### src/rtl/accum_seq_pkg.sv
// rtl/accum_seq_pkg.sv - shared state encoding, width helpers and hazard constant for the tag sequencer
package accum_seq_pkg;

  typedef enum logic [1:0] {
    IDLE  = 2'd0,
    RUN   = 2'd1,
    FLUSH = 2'd2,
    DONE  = 2'd3
  } seq_state_e;

  // Idle cycles the accumulator needs between two beats to the same pixel_idx.
  localparam int HAZARD_BUBBLE = 1;

  function automatic int pix_w(input int max_width);
    return (max_width > 1) ? $clog2(max_width) : 1;
  endfunction

  function automatic int tile_w(input int max_ch_tiles);
    return (max_ch_tiles > 1) ? $clog2(max_ch_tiles) : 1;
  endfunction

endpackage

### src/rtl/accum_seq_counter.sv
// rtl/accum_seq_counter.sv - nested pixel (inner) / channel-tile (outer) counter with first/last flags
module accum_seq_counter
  import accum_seq_pkg::*;
#(
  parameter int PIX_W  = pix_w(512),
  parameter int TILE_W = tile_w(64)
) (
  input  logic              clk,
  input  logic              rst,
  input  logic              i_clear,
  input  logic              i_advance,
  input  logic [PIX_W-1:0]  i_last_pixel,
  input  logic [TILE_W-1:0] i_last_tile,
  output logic [PIX_W-1:0]  o_pix,
  output logic [TILE_W-1:0] o_tile,
  output logic              o_is_first,
  output logic              o_is_last,
  output logic              o_pass_end
);

  logic [PIX_W-1:0]  r_pix;
  logic [TILE_W-1:0] r_tile;
  logic              w_pix_wrap;

  assign w_pix_wrap = (r_pix == i_last_pixel);

  always_ff @(posedge clk) begin
    if (rst || i_clear) begin
      r_pix  <= '0;
      r_tile <= '0;
    end else if (i_advance) begin
      if (w_pix_wrap) begin
        r_pix  <= '0;
        r_tile <= r_tile + 1'b1;
      end else begin
        r_pix <= r_pix + 1'b1;
      end
    end
  end

  assign o_pix      = r_pix;
  assign o_tile     = r_tile;
  assign o_is_first = (r_tile == '0);
  assign o_is_last  = (r_tile == i_last_tile);
  assign o_pass_end = w_pix_wrap && o_is_last;

endmodule

### src/rtl/accum_tag_sequencer.sv
// rtl/accum_tag_sequencer.sv - tags conv beats with pixel/channel-tile info for the partial-sum accumulator
// Optional ACC_SEQ_ERR_FLAG_EN adds the err_sticky protocol-error output.
module accum_tag_sequencer
  import accum_seq_pkg::*;
#(
  parameter int MAX_WIDTH    = 512,
  parameter int MAX_CH_TILES = 64,
  parameter int DATA_W       = 32,
  parameter int PIX_W        = pix_w(MAX_WIDTH),
  parameter int TILE_W       = tile_w(MAX_CH_TILES)
) (
  input  logic              clk,
  input  logic              rst,
`ifdef ACC_SEQ_ERR_FLAG_EN
  output logic              err_sticky,
`endif
  input  logic [PIX_W-1:0]  cfg_last_pixel,
  input  logic [TILE_W-1:0] cfg_last_tile,
  input  logic              start,
  output logic              busy,
  output logic              done,
  input  logic [DATA_W-1:0] conv_data_in,
  input  logic              conv_valid_in,
  output logic              conv_ready_out,
  output logic [DATA_W-1:0] acc_data,
  output logic              acc_valid,
  output logic              acc_is_first,
  output logic              acc_is_last,
  output logic [PIX_W-1:0]  acc_pixel_idx
);

  localparam logic [1:0] ST_IDLE  = IDLE;
  localparam logic [1:0] ST_RUN   = RUN;
  localparam logic [1:0] ST_FLUSH = FLUSH;
  localparam logic [1:0] ST_DONE  = DONE;

  localparam logic [TILE_W-1:0] LAST_TILE_MAX = TILE_W'(MAX_CH_TILES - 1);
  localparam bit                TILE_POW2     = (MAX_CH_TILES == (1 << TILE_W));
  localparam logic [1:0]        BUBBLE_LEN    = 2'(HAZARD_BUBBLE);

  logic [1:0]        r_state;
  logic [1:0]        w_state_nxt;
  logic [PIX_W-1:0]  r_last_pixel;
  logic [TILE_W-1:0] r_last_tile;
  logic [1:0]        r_bubble_cnt;
  logic              r_busy;
  logic              r_done;
  logic              r_acc_valid;
  logic [DATA_W-1:0] r_acc_data;
  logic              r_acc_first;
  logic              r_acc_last;
  logic [PIX_W-1:0]  r_acc_pix;

  logic              w_cfg_reject;
  logic              w_start_ok;
  logic              w_accept;
  logic [PIX_W-1:0]  w_pix;
  logic [TILE_W-1:0] w_tile;
  logic              w_is_first;
  logic              w_is_last;
  logic              w_pass_end;

  // A tile limit beyond MAX_CH_TILES is only encodable when the count is not a power of two.
  assign w_cfg_reject   = !TILE_POW2 && (cfg_last_tile > LAST_TILE_MAX);
  assign w_start_ok     = start && (r_state == ST_IDLE) && !w_cfg_reject;
  assign conv_ready_out = (r_state == ST_RUN) && (r_bubble_cnt == 2'd0);
  assign w_accept       = conv_valid_in && conv_ready_out;

  accum_seq_counter #(
    .PIX_W  (PIX_W),
    .TILE_W (TILE_W)
  ) u_counter (
    .clk          (clk),
    .rst          (rst),
    .i_clear      (w_start_ok),
    .i_advance    (w_accept),
    .i_last_pixel (r_last_pixel),
    .i_last_tile  (r_last_tile),
    .o_pix        (w_pix),
    .o_tile       (w_tile),
    .o_is_first   (w_is_first),
    .o_is_last    (w_is_last),
    .o_pass_end   (w_pass_end)
  );

  always_comb begin
    w_state_nxt = r_state;
    case (r_state)
      ST_IDLE:  if (w_start_ok) w_state_nxt = ST_RUN;
      ST_RUN:   if (w_accept && w_pass_end) w_state_nxt = ST_FLUSH;
      ST_FLUSH: w_state_nxt = ST_DONE;
      ST_DONE:  w_state_nxt = ST_IDLE;
      default:  w_state_nxt = ST_IDLE;
    endcase
  end

  always_ff @(posedge clk) begin
    if (rst) begin
      r_state      <= ST_IDLE;
      r_last_pixel <= '0;
      r_last_tile  <= '0;
      r_bubble_cnt <= 2'd0;
      r_busy       <= 1'b0;
      r_done       <= 1'b0;
      r_acc_valid  <= 1'b0;
      r_acc_data   <= '0;
      r_acc_first  <= 1'b0;
      r_acc_last   <= 1'b0;
      r_acc_pix    <= '0;
    end else begin
      r_state     <= w_state_nxt;
      r_busy      <= (w_state_nxt == ST_RUN) || (w_state_nxt == ST_FLUSH);
      r_done      <= (w_state_nxt == ST_DONE);
      r_acc_valid <= w_accept;
      if (w_start_ok) begin
        r_last_pixel <= cfg_last_pixel;
        r_last_tile  <= cfg_last_tile;
      end
      // Single-pixel rows revisit the same pixel_idx on every beat, so insert the RMW gap.
      if (w_start_ok) begin
        r_bubble_cnt <= 2'd0;
      end else if (w_accept && (r_last_pixel == '0)) begin
        r_bubble_cnt <= BUBBLE_LEN;
      end else if (r_bubble_cnt != 2'd0) begin
        r_bubble_cnt <= r_bubble_cnt - 2'd1;
      end
      if (w_accept) begin
        r_acc_data  <= conv_data_in;
        r_acc_pix   <= w_pix;
        r_acc_first <= w_is_first;
        r_acc_last  <= w_is_last;
      end
    end
  end

`ifdef ACC_SEQ_ERR_FLAG_EN
  logic r_err;

  always_ff @(posedge clk) begin
    if (rst) begin
      r_err <= 1'b0;
    end else if ((start && (r_state != ST_IDLE)) ||
                 (start && (r_state == ST_IDLE) && w_cfg_reject) ||
                 (conv_valid_in && (r_state == ST_IDLE))) begin
      r_err <= 1'b1;
    end
  end

  assign err_sticky = r_err;
`endif

  assign busy          = r_busy;
  assign done          = r_done;
  assign acc_valid     = r_acc_valid;
  assign acc_data      = r_acc_data;
  assign acc_is_first  = r_acc_first;
  assign acc_is_last   = r_acc_last;
  assign acc_pixel_idx = r_acc_pix;

endmodule

### config.mk
export PLATFORM = sky130hd
export DESIGN_NAME = accum_tag_sequencer
export DESIGN_NICKNAME = d
export VERILOG_FILES = /design/src/rtl/accum_seq_pkg.sv /design/src/rtl/accum_seq_counter.sv /design/src/rtl/accum_tag_sequencer.sv
export SDC_FILE = /design/constraint.sdc
export NUM_CORES = 1
export LEC_CHECK = 0
export BUFFER_PORTS_ARGS = -buffer_cell sky130_fd_sc_hd__clkbuf_2
export CAP_MARGIN = 20
export CORE_MARGIN = 2
export CORE_UTILIZATION = 25
export DETAILED_ROUTE_END_ITERATION = 16
export SYNTH_ARGS = -nofsm -noshare
export SYNTH_HDL_FRONTEND = slang
export SYNTH_SLANG_ARGS = --single-unit
### constraint.sdc
create_clock -name clk -period 2.18 [get_ports clk]
set_input_delay 0.109 -clock clk [delete_from_list [all_inputs] [get_ports clk]]
set_output_delay 0.109 -clock clk [all_outputs]
set_load 0.1 [all_outputs]
==> run metrics, run 1 <==
Nets=581; total nets after synthesis=453; Pleak=1.87 nW; Core Area=between 10,000 and 15,000 um^2; setup_tns=0 ns; CTS tree=built; wire per inst=12.6 um; n_diodes=0; RSZ-0062 raised after global routing=no; Worst-path clk slew=0.06 ns; first-pass GRT wire length=about 14,000 um; IO Pins=98; top routing layer in use=met4; Synth area leader=dfxtp_1; fillers=roughly 1,400; post-synth cell types=35; Metal-1 WL=around 3800 um; worst skew pair latency=0.34 ns; top post-synthesis cells by area=dfxtp_1 49%, nand2_1 15%, a21oi_1 9.2%; worst hold path class=in -> reg; WL final=8830 um; Die Wd=118 um; status=finished, final reports clean; Post-Syn Instances=398; skew final=0.00751 ns; EDFF count, synth=0; Area Overhead vs Synth=41.6%; Synth Cell Area=3270 um^2; CTS max path bufs=2; Crit Path Class=reg -> reg; Tmin final=1.89 ns; Setup WS pre-CTS=0.317 ns; Multi-input gate area=1540 um^2; critical path's slowest cell=nor4_4; Main synth FF type=dfxtp_1; vias per cell=4.39; routability cong.=between 0.8 and 0.9; Starting Density=25.7%; Reg area=1600 um^2; layout cells sized above 1=24.5%; endpoints failing setup=0; Worst setup SP type=register; Synth top area share=49.0%; slew margin rel.=a little under three fifths; H-tree Lvls=3; setup repair bufs after CTS=0; pin count of the biggest net entering global routing=48; r2r setup slk=between 0.2 and 0.3 ns; register area share after synthesis=49.0%; antenna violation net count after detailed routing=0; Req. time, crit path=between 2 and 2.5 ns; Crit Path Max Fanout=7; Post-DP HPWL=6230 um; Slew Limit Fails=0; drt drc=0; Fmax=around 530 MHz; Tot GR Track Use=around 13%; GRT overflow=0; Setup WS post-layout=0.291 ns; Arrival @ worst endpoint=2.09 ns; Peak VDD IR=approximately 0.64 mV; Post-synth ARST share=0%; total of max-cap violations=0; Row Count=41; Num CTS Buffers=9; synth warn=0; DR vias=3,085; CTS Sinks=80; worst slew pin tran=about 0.66 ns; initial antenna violation count=0; CP Cell Sequence=inv_1 > ha_1 > nand4b_1 > nor4_4 > nor3_1; Die Span Y=~120 um; synthesis-stage register bit count=80; vias in the first global route=about 3,000; Worst path max stage delay=0.64 ns; Die ar.=14,000 um^2; DR WL met3=601 um; DR pass1 iterations=4; IO buf count=slightly below 100; root buffer selected by CTS=clkbuf_16; 1st-iter DRT viols=164; crit end category=register; endpoints failing hold=0; syn_area_per_cell=slightly above 8 um^2; fin crit share=86.6%; DR WL met2=4290 um; pwr/cell area=868 nW/um^2
[path summary, 6_finish.rpt]
kind / startpoint / endpoint / depth (start not counted)
worst max-delay path: r_bubble_cnt[0] / u_counter.o_pix[5] / 5
worst min-delay path: cfg_last_tile[2] / r_last_tile[2] / 3
worst max register to register: r_bubble_cnt[0] / u_counter.o_pix[5] / 5
worst min register to register: acc_data[1] / acc_data[1] / 2
[critical path: cells and delay by family, from the launching register on]
kind,cells,cell delay (ns)
flip-flops,1,0.32
adder cells (fa/ha/maj),1,0.25
buffers and inverters,1,0.05
AND/OR/NAND/NOR,3,1.14
[placed cells by master, fill, tap and decap left out, types with 2 or more instances in the layout]
master         instances
nand4_1                6
a211oi_2               3
buf_4                  6
nand3_1                3
nand2_1              134
xnor2_1               11
inv_1                  6
dlygate4sd3_1         37
nor4_1                 8
and3_1                 3
a21oi_1               60
xor2_1                 9
clkbuf_2              97
dfxtp_1               80
nor2_1                 7
ha_1                   4
bufinv_16              2
or3_1                  9
o21ai_0                4
mux2i_1                6
nor3_1                 6
clkbuf_8               2
clkbuf_16              9
o22ai_1                2
[per-stage QoR]
stage               util, %  cells  hold WS, ns  power, mW  cell area (um^2)
CTS                    36.4    703     0.000452       4.08              4630
floorplan                 -    398        0.245       2.19              3270
finish                 36.4    703      0.00459       4.02              4630
global placement       30.9    650        0.332       2.34              3930
global route           36.4    703      0.00397       4.19              4630
detailed placement     30.9    650        0.336       2.35              3930
[repair_timing]
action                    4_1_cts  5_1_grt
hold buffers                   37        0
resized for setup               0        0
hold endpoints to repair       37        0
[cell usage after synthesis, types with 2 or more instances]
library cell and number:
a21oi_1 60, nor4_1 8, nor3_1 6, or3_1 9
ha_1 4, a211oi_2 3, nand2_1 134, mux2i_1 6
buf_2 13, clkbuf_1 9, o22ai_1 2, inv_1 6
and3_1 3, o21ai_0 4, nand3_1 3, xnor2_1 11
nand4_1 6, dfxtp_1 80, xor2_1 9, nor2_1 7
[metal layers]
layer	global-route usage [%]	vias to the layer above
li1	-	1587
met1	15.1	1405
met2	20.7	84
met3	5.07	9
met4	3.42	0
met5	0	-
[power by group]
group / switching, mW / leakage [nW] / total [mW] / internal [mW]
clock network: 0.581 / 0.159 / 1.65 / 1.07
registers: 0.0505 / 0.650 / 1.58 / 1.53
logic: 0.575 / 1.07 / 0.788 / 0.214
[cell type report]
class	instances	area share, %
clock buffer	12	5.54
clock inverter	4	1.65
inverter	6	0.486
multi-input combinational	288	33.2
sequential	80	34.6
tap	172	4.65
timing repair buffer	141	19.9
[sequential cells by signal, summed over array words and instances (netlist names), 2 cells and up]
signal	flops
r_bubble_cnt	2
acc_data	32
r_state	2
r_last_tile	6
u_counter.o_pix	9
acc_pixel_idx	9
r_last_pixel	9
u_counter.o_tile	6
[logic make-up (layout without fill, tap and decap cells)]
kind of cell	count (synthesis)	in the layout	share of synthesized area (%)
AO/OA/AOI/OAI	72	72	12.0
XOR/XNOR	20	20	5.36
multiplexers	6	6	1.84
flip-flops	80	80	49.0
AND/OR/NAND/NOR	186	186	26.1
buffers and inverters	30	163	4.17
adder cells (fa/ha/maj)	4	4	1.53
Power figures use the tool's default switching activity.
==> inputs of run 2 (changes only) <==
- CELL_PAD_IN_SITES_DETAIL_PLACEMENT: not set -> 0
- CELL_PAD_IN_SITES_GLOBAL_PLACEMENT: not set -> 1
- PLACE_DENSITY_LB_ADDON: not set -> 0.1
==> run 2 against run 1 <==
Compared with the run above:
- clock power down 9.7%
- worst setup slack worse by 0.043 ns
- combinational power up 2.5%
- sequential share of layout area down 0.56 points
- hold slack better by 0.023 ns
- final cell count up 2.0%
- non-clock buffer count up 14
- clock skew down 0.0025 ns
- clock-buffer cell count unchanged
- design area up 1.6%
==> run metrics, run 2 (synthesis gave the netlist of run 1 again) <==
Crit Path Max Fanout=31 (was 7); Worst setup SP type=register (unchanged); IO Pins=98 (unchanged); DR vias=3,107 (was 3,085); Die Span Y=118 um (unchanged); Cell Area, Placed=3950 um^2 (was 3930 um^2); Post-Layout Cell Count=717 (was 703); CTS Sinks=80 (unchanged); drt drc=0 (unchanged); wire per inst=13.3 um (was 12.6 um); most frequent cells in the layout=134 x nand2_1, 97 x clkbuf_2, 80 x dfxtp_1 (unchanged); Arrival @ worst endpoint=2.20 ns (was 2.09 ns); Worst-path clk slew=0.06 ns (about the same); n_diodes=0 (unchanged); DR pass1 iterations=4 (unchanged); Area Overhead vs Synth=44.0% (was 41.6%); routability cong.=0.748 (was 0.814); antenna violation net count after detailed routing=0 (unchanged); Tmin final=1.93 ns (was 1.89 ns); worst skew pair latency=0.34 ns (about the same); Req. time, crit path=2.44 ns (was 2.38 ns); GRT overflow=0 (unchanged); IO buf count=97 (unchanged); hold path startpoint=cfg_last_pixel[6] (was cfg_last_tile[2]); CTS max path bufs=2 (unchanged); Post-DP HPWL=6520 um (was 6230 um); worst slew pin tran=0.571 ns (was 0.662 ns); overall power=3.88 mW (was 4.02 mW); CTS tree=built (unchanged); RSZ-0062 raised after global routing=no (unchanged); Crit Path Class=reg -> reg (unchanged); max reg flops=32 (unchanged); Die ar.=14,000 um^2 (unchanged); post-cts repair resize count=0 (unchanged); slew margin rel.=62.1% (was 55.7%); pwr/cell area=824 nW/um^2 (was 868 nW/um^2); vias in the first global route=2,974 (was 2,913); Row Count=41 (unchanged); crit end category=register (unchanged); Pleak=1.91 nW (was 1.87 nW); Critical Path Start=r_bubble_cnt[0] (unchanged); post-route cell area=4710 um^2 (was 4630 um^2); Starting Density=25.7% (unchanged); Die Wd=118 um (unchanged); Num CTS Buffers=9 (unchanged); H-tree Lvls=3 (unchanged); WL final=9520 um (was 8830 um); endpoints failing setup=0 (unchanged); vias per cell=4.33 (was 4.39); first-pass GRT wire length=15,600 um (was 14,200 um); 1st-iter DRT viols=122 (was 164); Tot GR Track Use=14.1% (was 12.5%); root buffer selected by CTS=clkbuf_16 (unchanged); Core Area=12,700 um^2 (unchanged); pin count of the biggest net entering global routing=51 (was 48); status=finished, final reports clean (unchanged); Slew Limit Fails=0 (unchanged); endpoints failing hold=0 (unchanged); commonest non-fill, non-tap cell in the layout=nand2_1 (unchanged); Reg2Reg Launch Point=r_bubble_cnt[0] (unchanged); layout cells sized above 1=25.0% (was 24.5%); initial antenna violation count=0 (unchanged); fin crit share=88.6% (was 86.6%); setup_tns=0 ns (unchanged); worst hold path class=in -> reg (unchanged); placed insts=655 (was 650); Peak VDD IR=0.312 mV (was 0.641 mV); Nets=595 (was 581); skew final=0.00497 ns (was 0.00751 ns); total of max-cap violations=0 (unchanged); Fmax=518 MHz (was 529 MHz)
==> run 2: changes by cell type in the layout (fill, tap and decap cells not counted), sizes merged <==
cell | before | now
clkinvlp | 1 | 3
buf | 7 | 12
bufinv | 2 | 0
dlygate4sd3 | 37 | 46
==> run 2: metrics by stage <==
step | hold slack, ns | util [%] | setup WS [ns]
after floorplan | 0.245 | - | 0.174
after global placement | 0.332 | 31.1 | 0.289
after detailed placement | 0.338 | 31.1 | 0.249
after CTS | 0.0107 | 37.0 | 0.225
after global routing | 0.0178 | 37.0 | 0.0128
final | 0.0275 | 37.0 | 0.248
==> run 2: repair_timing <==
action / in CTS / in global routing
hold buffers: 46 / 0
hold endpoints to repair: 46 / 0
setup buffers: 0 / 0
==> run 2: worst paths after layout <==
| path | cells past startpoint | to | slack, ns |
|---|---|---|---|
| min reg2reg | 2 | acc_pixel_idx[3] | 0.45 |
| max | 7 | u_counter.o_pix[5] | 0.25 |
| max reg2reg | 7 | u_counter.o_pix[5] | 0.25 |
| min | 3 | r_last_pixel[6] | 0.03 |
==> run 2: area by class of cell <==
type                    instances  area (um^2)
clock buffers                  12          267
multi-input cells             288         1540
clock inverters                 4         27.5
inverters                       6         22.5
flip-flops and latches         80         1600
fillers                      1406         8010
well taps                     172          215
repair buffers                155         1040
==> run 2: critical path, stage by stage (launching register included) <==
cell and delay [ns]:
dfxtp_1 0.32, inv_1 0.06, ha_1 0.25, and4b_2 0.41, buf_4 0.38, nand4_1 0.15, xor2_1 0.16, nor3_1 0.13
==> run 2: layer usage <==
layer	GRT usage, %	vias to the layer above	part of all wire [%]
li1	-	1613	-
met1	18.3	1418	48
met2	22.6	63	46
met3	3.04	13	3.8
met4	6.10	0	1.8
met5	0	-	0
==> run 2: report_power, final <==
part / switching [mW] / internal, mW / total (mW)
sequential: 0.0516 / 1.53 / 1.58
combinational: 0.584 / 0.223 / 0.808
clock: 0.624 / 0.863 / 1.49
total: 1.26 / 2.62 / 3.88
==> inputs of run 3 (changes only) <==
- ABC_AREA: not set -> 1
==> run 3 against run 2 <==
Compared with the run above:
- sequential share of layout area increased by 0.64 points
- synthesized cell count increased by 10%
- non-clock buffer count decreased by 15
- wire length decreased by 1.0%
- first-iteration DRC count increased by 46%
==> run metrics, run 3 <==
power share of the clock group=32.6% (was 38.4%); Synth Cell Area=3320 um^2 (was 3270 um^2); pwr/cell area=939 nW/um^2 (was 824 nW/um^2); P_sw=1.69 mW (was 1.26 mW); register area share after synthesis=48.2% (was 49.0%); pin count of the biggest net entering global routing=35 (was 51); Post-DP HPWL=6390 um (was 6520 um); Crit Path Max Fanout=21 (was 31); DR vias=3,123 (was 3,107); top cells by count, synth=105 x nor2_1, 80 x dfxtp_1, 59 x o21ai_0 (was 134 x nand2_1, 80 x dfxtp_1, 60 x a21oi_1); Arrival @ worst endpoint=2.03 ns (was 2.20 ns); Post-Syn Instances=438 (was 398); skew final=0.00445 ns (was 0.00497 ns); Synth area leader=dfxtp_1 (unchanged); WL final=9420 um (was 9520 um); IO Pins=98 (unchanged); Crit Path Class=reg -> reg (unchanged); 1st-iter DRT viols=178 (was 122); GRT overflow=0 (unchanged); Worst-path clk slew=0.06 ns (about the same); first-pass GRT wire length=15,600 um (about the same); Cell Area, Placed=3990 um^2 (was 3950 um^2); Post-Layout Cell Count=751 (was 717); wire per inst=12.5 um (was 13.3 um); Num CTS Buffers=9 (unchanged); setup_tns=0 ns (unchanged); endpoints failing setup=0 (unchanged); post-synth cell types=26 (was 35); top post-synthesis cells by area=dfxtp_1 48%, nor2_1 12%, o21ai_0 8.9% (was dfxtp_1 49%, nand2_1 15%, a21oi_1 9.2%); slew margin rel.=54.8% (was 62.1%); worst skew pair latency=0.34 ns (about the same); routability cong.=0.713 (was 0.748); worst hold path class=in -> reg (unchanged); H-tree Lvls=3 (unchanged); post-cts repair resize count=0 (unchanged); Row Count=42 (was 41); Tmin final=1.80 ns (was 1.93 ns); worst slew pin tran=0.677 ns (was 0.571 ns); combinational power share=29.0% (was 20.8%); Main synth FF type=dfxtp_1 (unchanged); Core Area=13,100 um^2 (was 12,700 um^2); commonest non-fill, non-tap cell in the layout=nor2_1 (was nand2_1); Worst setup SP type=register (unchanged); Die ar.=14,200 um^2 (was 14,000 um^2); RSZ-0062 raised after global routing=no (unchanged); Die Span Y=119 um (was 118 um); Post-synth ARST share=0% (unchanged); count leader, synth=nor2_1 (was nand2_1); synth warn=0 (unchanged); endpoints failing hold=0 (unchanged); DR pass1 iterations=4 (unchanged); crit end category=register (unchanged); CTS Sinks=80 (unchanged); Synth top area share=48.2% (was 49.0%); EDFF count, synth=0 (unchanged); placed insts=699 (was 655); Die Wd=119 um (was 118 um); post-route cell area=4620 um^2 (was 4710 um^2); Peak VDD IR=0.657 mV (was 0.312 mV); status=finished, final reports clean (unchanged); Area Overhead vs Synth=39.0% (was 44.0%); layout cells sized above 1=23.7% (was 25.0%); max reg flops=32 (unchanged); Tot GR Track Use=14.0% (was 14.1%); syn_area_per_cell=7.59 um^2 (was 8.22 um^2); root buffer selected by CTS=clkbuf_16 (unchanged); total of max-cap violations=0 (unchanged); Req. time, crit path=2.42 ns (was 2.44 ns); sequential power share=38.3% (was 40.8%); cell-internal power=2.65 mW (was 2.62 mW); CTS tree=built (unchanged); hold_buf cts=36 (was 46); drt drc=0 (unchanged); fillers=1,425 (was 1,406); vias in the first global route=3,075 (was 2,974); vias per cell=4.16 (was 4.33); n_diodes=0 (unchanged); Starting Density=25.3% (was 25.7%); Sw Ratio=38.9% (was 32.5%); most frequent cells in the layout=105 x nor2_1, 97 x clkbuf_2, 80 x dfxtp_1 (was 134 x nand2_1, 97 x clkbuf_2, 80 x dfxtp_1); synthesis-stage register bit count=80 (unchanged); Fmax=557 MHz (was 518 MHz); fin crit share=82.4% (was 88.6%); total nets after synthesis=493 (was 453); setup repair bufs after CTS=0 (unchanged); Nets=625 (was 595); Pleak=2.14 nW (was 1.91 nW); CTS max path bufs=2 (unchanged); IO buf count=97 (unchanged); antenna violation net count after detailed routing=0 (unchanged); initial antenna violation count=0 (unchanged); Slew Limit Fails=0 (unchanged)
==> run 3: cell types whose count changed after synthesis, sizes merged, moves of 6 or more <==
cell,change
mux2i,-6
inv,+34
o21ai,+55
nand2,-78
or3,-9
a21oi,-35
nor2,+105
xnor2,-6
nor4,-7
buf,-6
nand3,+8
==> run 3: power groups by stage <==
stage | clock, mW | combinational (mW) | sequential, mW
after floorplan | 0 | 0.368 | 2.30
after detailed placement | 0 | 1.22 | 1.69
after global placement | 0 | 1.22 | 1.69
after global routing | 1.52 | 1.35 | 1.68
after CTS | 1.47 | 1.27 | 1.66
final | 1.42 | 1.26 | 1.66
==> run 3: final timing paths <==
path / endpoint / slack [ns] / cells past startpoint / startpoint
worst min register to register: acc_pixel_idx[6] / 0.47 / 2 / acc_pixel_idx[6]
worst max-delay path: u_counter.o_pix[6] / 0.38 / 9 / r_bubble_cnt[0]
worst max register to register: u_counter.o_pix[6] / 0.38 / 9 / r_bubble_cnt[0]
worst min-delay path: r_last_tile[0] / 0.005 / 3 / cfg_last_tile[0]
==> run 3: layer usage <==
| layer | part of all wire [%] | GRT usage [%] | vias up |
|---|---|---|---|
| met2 | 42 | 21.2 | 79 |
| met1 | 49 | 17.8 | 1373 |
| met5 | 0 | 0 | - |
| met4 | 1.1 | 4.41 | 0 |
| met3 | 7.6 | 6.08 | 8 |
| li1 | - | - | 1663 |
==> run 3: area by class of cell <==
type | count | area (um^2) | share of cell area, %
clock buffer | 11 | 243 | 5.25
clock inverter | 5 | 32.5 | 0.704
inverter | 40 | 150 | 3.25
multi-input combinational | 299 | 1480 | 31.9
sequential | 80 | 1600 | 34.7
tap | 176 | 220 | 4.77
timing repair buffer | 140 | 898 | 19.4
==> run 3: through the flow <==
step | power (mW) | hold slack [ns] | util (%) | setup WS [ns]
floorplan | 2.67 | 0.244 | - | 0.729
global route | 4.55 | 0.0198 | 35.2 | 0.186
global placement | 2.91 | 0.332 | 30.3 | 0.430
detailed placement | 2.91 | 0.337 | 30.3 | 0.384
finish | 4.34 | 0.00476 | 35.2 | 0.384
CTS | 4.41 | 0.00180 | 35.2 | 0.367
==> run 3: critical path, stage by stage (launching register included) <==
cell and delay [ns]:
dfxtp_1 0.32, inv_1 0.05, ha_1 0.25, nand3_4 0.13
nor2_8 0.14, buf_4 0.26, nand4_2 0.14, nor2_2 0.17
xor2_1 0.17, nor2_1 0.05
==> run 3: logic make-up (layout without fill, tap and decap cells) <==
logic type / Yosys count / after routing / share of synthesized area, %
xor gates and xnor gates: 14 / 14 / 3.69
DFF: 80 / 80 / 48.2
adders and majority gates: 4 / 4 / 1.51
AOI/OAI and AO/OA: 85 / 85 / 13.0
buffers and inverters: 59 / 196 / 7.45
and+or+nand+nor: 196 / 196 / 26.2
